## config.mk

```make
export PLATFORM = sky130hd
export DESIGN_NAME = snake_renderer
export DESIGN_NICKNAME = d
export VERILOG_FILES = /design/src/rtl/snake_renderer.sv
export SDC_FILE = /design/constraint.sdc
export NUM_CORES = 2
export LEC_CHECK = 0
export BUFFER_PORTS_ARGS = -buffer_cell sky130_fd_sc_hd__buf_2
export CORE_MARGIN = 5
export CORE_UTILIZATION = 52
export CTS_BUF_LIST = sky130_fd_sc_hd__clkbuf_8
export CTS_CLUSTER_DIAMETER = 40
export DETAILED_ROUTE_END_ITERATION = 7
export PLACE_DENSITY = 0.71
export SLEW_MARGIN = 40
export SYNTH_ARGS = -nofsm -noshare
export SYNTH_HDL_FRONTEND = slang
export SYNTH_SLANG_ARGS = --single-unit
```

## constraint.sdc

```tcl
create_clock -name clk -period 24.1 [get_ports clk]
set_input_delay 3.615 -clock clk [delete_from_list [all_inputs] [get_ports clk]]
set_output_delay 3.615 -clock clk [all_outputs]
set_load 0.01 [all_outputs]
```

## src/rtl/snake_renderer.sv

```systemverilog
// Pixel colour stage: 40x30 cell map with clear FSM; optional grid overlay under SNAKE_GRID_LINES_EN.
// Latency: 2 pix_en ticks from h/v/sync sample to R/G/B/HS/VS; frame_tick 1 clk after its tick.
// No backpressure: pix_en ticks must be at least 2 clks apart; the map read completes on the clk after each tick.
module snake_renderer #(
  parameter int CELL_SHIFT = 4,
  parameter int GRID_W     = 40,
  parameter int GRID_H     = 30
) (
  input  logic       clk,
  input  logic       reset_n,
  input  logic       pix_en,
  input  logic [9:0] h_count,
  input  logic [9:0] v_count,
  input  logic       video_on,
  input  logic       hs_in,
  input  logic       vs_in,
  input  logic       clr_req,
  input  logic       wr_en,
  input  logic [5:0] wr_x,
  input  logic [4:0] wr_y,
  input  logic [1:0] wr_cell,
  output logic [3:0] R,
  output logic [3:0] G,
  output logic [3:0] B,
  output logic       HS,
  output logic       VS,
  output logic       busy,
  output logic       frame_tick
);

  localparam int          NCELL     = GRID_W * GRID_H;
  localparam logic [15:0] NCELL_W   = 16'(NCELL);
  localparam logic [10:0] LAST_ADDR = 11'(NCELL - 1);
  localparam logic [5:0]  GRID_W6   = 6'(GRID_W);
  localparam logic [4:0]  GRID_H5   = 5'(GRID_H);

  localparam logic [0:0] CLEAR = 1'b0;
  localparam logic [0:0] RUN   = 1'b1;

  logic [0:0]  state;
  logic [10:0] clr_addr;
  logic [1:0]  mem [0:NCELL-1];
  logic [1:0]  rd_dat;

  logic        wr_ok;
  logic [10:0] wr_addr;
  logic        mem_we;
  logic [10:0] mem_wa;
  logic [1:0]  mem_wd;

  logic [9:0]  hc, vc;
  logic [15:0] rd_lin;

  logic        pe_d;
  logic [10:0] s1_addr;
  logic        s1_von, s1_hs, s1_vs;
`ifdef SNAKE_GRID_LINES_EN
  logic [CELL_SHIFT-1:0] s1_hoff, s1_voff;
`endif
  logic [11:0] pix_rgb;

  assign busy = (state == CLEAR);

  // y*40 + x as two shifts and adds
  assign wr_addr = {1'b0, wr_y, 5'b0} + {3'b0, wr_y, 3'b0} + {5'b0, wr_x};
  assign wr_ok   = (state == RUN) && wr_en && (wr_x < GRID_W6) && (wr_y < GRID_H5);

  // A restart request inside CLEAR wipes address 0 on the same clk
  always_comb begin
    mem_we = 1'b0;
    mem_wa = wr_addr;
    mem_wd = wr_cell;
    if (state == CLEAR) begin
      mem_we = reset_n;
      mem_wa = clr_req ? 11'd0 : clr_addr;
      mem_wd = 2'd0;
    end else if (wr_ok) begin
      mem_we = 1'b1;
    end
  end

  always_ff @(posedge clk) begin
    if (!reset_n) begin
      state    <= CLEAR;
      clr_addr <= 11'd0;
    end else if (clr_req) begin
      clr_addr <= (state == RUN) ? 11'd0 : 11'd1;
      state    <= CLEAR;
    end else if (state == CLEAR) begin
      if (clr_addr == LAST_ADDR) begin
        state    <= RUN;
        clr_addr <= 11'd0;
      end else begin
        clr_addr <= clr_addr + 11'd1;
      end
    end
  end

  assign hc     = h_count >> CELL_SHIFT;
  assign vc     = v_count >> CELL_SHIFT;
  assign rd_lin = ({6'b0, vc} << 5) + ({6'b0, vc} << 3) + {6'b0, hc};

  always_ff @(posedge clk) begin
    if (!reset_n) begin
      pe_d    <= 1'b0;
      s1_addr <= 11'd0;
      s1_von  <= 1'b0;
      s1_hs   <= 1'b1;
      s1_vs   <= 1'b1;
`ifdef SNAKE_GRID_LINES_EN
      s1_hoff <= '0;
      s1_voff <= '0;
`endif
    end else begin
      pe_d <= pix_en;
      if (pix_en) begin
        s1_addr <= (rd_lin < NCELL_W) ? rd_lin[10:0] : 11'd0;
        s1_von  <= video_on;
        s1_hs   <= hs_in;
        s1_vs   <= vs_in;
`ifdef SNAKE_GRID_LINES_EN
        s1_hoff <= h_count[CELL_SHIFT-1:0];
        s1_voff <= v_count[CELL_SHIFT-1:0];
`endif
      end
    end
  end

  // Map storage: read-before-write, read snapshot taken the clk after each tick
  always_ff @(posedge clk) begin
    if (mem_we)
      mem[mem_wa] <= mem_wd;
    if (pe_d)
      rd_dat <= mem[s1_addr];
  end

  always_comb begin
    pix_rgb = 12'h000;
    case (rd_dat)
      2'd1:    pix_rgb = 12'h0C0;
      2'd2:    pix_rgb = 12'h0F4;
      2'd3:    pix_rgb = 12'hF00;
      default: pix_rgb = 12'h000;
    endcase
`ifdef SNAKE_GRID_LINES_EN
    if ((s1_hoff == '0 || s1_voff == '0) && rd_dat != 2'd3)
      pix_rgb = 12'h222;
`endif
    if (!s1_von || busy)
      pix_rgb = 12'h000;
  end

  always_ff @(posedge clk) begin
    if (!reset_n) begin
      R          <= 4'h0;
      G          <= 4'h0;
      B          <= 4'h0;
      HS         <= 1'b1;
      VS         <= 1'b1;
      frame_tick <= 1'b0;
    end else begin
      frame_tick <= pix_en && (v_count == 10'd480) && (h_count == 10'd0);
      if (pix_en) begin
        {R, G, B} <= pix_rgb;
        HS        <= s1_hs;
        VS        <= s1_vs;
      end
    end
  end

endmodule

```

==> flow_summary.yaml <==
setup_path:
  end_kind: "register"
  worstSetupPathType: "primary input to register"
  crit_start: "wr_x[5]"
  r2r_cells: 11
  startpoint_type: "primary input"
  reg2reg_slack_ns: 17.49
  r2r_start: "s1_addr[0]"
  worstPathArrival_ns: 7.36
  rr_endpoint: "rd_dat[1]"
  cp.required_ns: 24.83
  worst-path-max-fanout: 32
grt:
  grt_usage: 0.271
  grt_pass1_wl_um: 390000
  antenna_found_initial: 10
  grt-ovfl-total: 0
  grt_pass1_vias: 56200
  grt_max_degree: 211
synthesis:
  synthFlopType: "edfxtp_1"
  synth-edff-count: 2402
  avgSynthCellArea_um2: 17.5
  yosysUniqueCellTypes: 68
  synth_seq_area_share: 0.728
  async_flop_share: 0
  ys_ff_latch: 2435
  yosys_warnings: 0
  synth_area_um2: 99900
  synthesis.instances: 5717
cells_and_area:
  nets: 5927
  area_delta_synth_final_pct: 10.5
  fillers: 14300
  drive_above_1_share: 0.233
  final_area_um2: 110000
  layoutNonFillerInstCount: 8683
timing:
  setup_tns_ns: 0
  hold_viol_final: 0
  rsz0062_at_grt: "false"
  fmax_mhz: 151
  setup_viol: 0
  skew_ns: 0.0620
  fin_crit_ns: 6.64
  final-max-slew-violation-count: 0
  max_slew_margin: 0.360
  fin_crit_sh: 0.275
  tightest_slew_ns: 0.947
power_and_ir_drop:
  p_leak_uw: 0.0294
  p_per_area_nw_per_um2: 75.8
  ir_drop_mv: 0.0643
worst_hold_path:
  holdPathEnd: "VS"
  min_path_type: "register to register"
  worstHoldStart: "VS"
  whs_path_depth: 2
clock_tree:
  hold_buffers: 0
  clockRootBuffer: "clkbuf_8"
  cts_tree: "built"
  cts.sink_count: 2435
  htreeDepth: 5
  clk_pin_slew_worst_paths_ns: 0.06
  clock_latency_ns: 1.08
  cts_max_path_buffers: 4
  cts_setup_buffers: 0
  cts_resized: 0
  tritoncts.num_buffers: 393
place:
  port_buffers: 53
  dp.cells: 7986
  gp_congestion: 0.841
  place_area_um2: 103000
  dp_hpwl_um: 151000
die:
  start_util: 0.521
  core_um2: 192000
  die_area_um2: 201000
  floorplan.die.height_um: 448
  fp-row-count: 161
  die_w_um: 448
  io_pins: 57
detailed_routing:
  drcViolationCount: 0
  wirelength_um: 272000
  ant_nets: 0
  via_count: 55800
  vias_per_cell: 6.43
  drt_iter0_drc: 7957
  wl_per_cell_um: 31.3
  detail_route.first_pass.iterations: 5
job:
  max-cap-violations: 0
status:
  status: "finished clean"
[cells in the mapped netlist (8+ instances only)]
cell type,count,area share
buf_1,17,0.00064
o22ai_1,50,0.0031
a21oi_1,53,0.0027
nor2b_1,44,0.0028
and2_1,10,0.00063
nand3b_1,13,0.00098
buf_6,12,0.0014
buf_2,98,0.0049
mux2i_1,136,0.014
edfxtp_1,2402,0.72
nand4_1,15,0.00094
dfxtp_1,33,0.0066
o221ai_1,8,0.00070
nor2_1,1279,0.048
inv_1,27,0.0010
ha_1,23,0.0029
o21ai_0,31,0.0016
a31oi_1,17,0.0011
a32oi_1,11,0.00096
a211oi_1,21,0.0016
mux2_2,18,0.0020
nand3_1,51,0.0026
clkbuf_1,270,0.010
nor3_1,17,0.00085
buf_4,62,0.0047
a22oi_1,62,0.0047
a221oi_1,16,0.0014
mux4_2,611,0.14
nor4_1,15,0.00094
nand2b_1,15,0.00094
nand2_1,152,0.0057
or3_1,10,0.00063
[worst max-delay path: stages]
cell and delay (ns):
buf_2 0.12, fa_1 0.55, inv_1 0.06, fa_1 0.46, nor2b_1 0.14, o21a_1 0.13, o21ai_1 0.08, a31oi_1 0.33
o21ai_0 0.25, a211oi_4 0.64, nand2_2 0.60, nor2_1 0.35
[cell families after synthesis]
family,after synthesis,synth area share
other,1,0.0000375
buffers and inverters,488,0.0228
and+or+nand+nor,1649,0.0671
adders and majority gates,27,0.00368
DFF,2435,0.728
AOI/OAI and AO/OA,345,0.0241
muxes,765,0.153
xor gates and xnor gates,7,0.000613
[per-stage QoR]
stage	utilization	setup slack [ns]	power, uW	hold WS (ns)
after floorplan	-	2.36	4940	0.441
after global placement	0.535	15.86	5090	0.451
after detailed placement	0.537	16.40	5090	0.457
after CTS	0.575	17.31	8400	0.475
after global routing	0.576	17.24	8610	0.493
final	0.576	17.46	8380	0.472
[metal layers]
layer | track usage | part of all wire
met1 | 0.362 | 0.36
met2 | 0.432 | 0.48
met3 | 0.0656 | 0.11
met4 | 0.113 | 0.045
met5 | 0 | 0.00022
[sequential cells by signal, summed over array words and instances (netlist names), 2 cells and up]
| register | count |
|---|---|
| rd_dat | 2 |
| clr_addr | 11 |
| mem | 2400 |
| s1_addr | 11 |
| G | 2 |
[layout by cell type (no fill, tap or decap), types with 16 or more instances in the layout]
cell type   instances
a211oi_1           20
a21oi_1            52
a221oi_1           16
a22oi_1            62
a31oi_1            17
buf_2              53
buf_4             106
buf_6              28
bufinv_16          20
clkbuf_8          403
clkinv_1           83
clkinv_2           50
clkinvlp_4         17
dfxtp_1            25
edfxtp_1         2402
ha_1               23
inv_1             133
mux2_2             18
mux2i_1           136
mux4_2            611
nand2_1            99
nand2_2            25
nand2_4            24
nand3_1            51
nor2_1           1266
nor2b_1            39
o21ai_0            30
o22ai_1            50
[power by group]
group / leakage (uW) / switching, uW / internal [uW]
logic: 0.00654 / 262 / 157
clock network: 0.00409 / 1610 / 1760
registers: 0.0188 / 10.4 / 4580
total: 0.0294 / 1880 / 6500
[layout make-up]
class / instances / area, um^2 / area share
Antenna cell: 10 / 25.0 / 0.000227
Clock buffer: 401 / 5520 / 0.0500
Clock inverter: 282 / 1740 / 0.0157
Inverter: 29 / 109 / 0.000986
Multi-Input combinational cell: 2796 / 25300 / 0.229
Sequential cell: 2435 / 72800 / 0.659
Tap cell: 2526 / 3160 / 0.0286
Timing Repair Buffer: 204 / 1730 / 0.0157
[how the worst max path moves through the flow]
stage	endpoint	slack, ns
2_1_floorplan	mem[0][0]	2.36
3_3_place_gp	mem[1078][0]	15.86
3_5_place_dp	mem[1121][1]	16.40
4_1_cts	rd_dat[1]	17.31
5_1_grt	mem[620][0]	17.24
6_report	mem[1077][0]	17.46
Power figures use the tool's default switching activity.
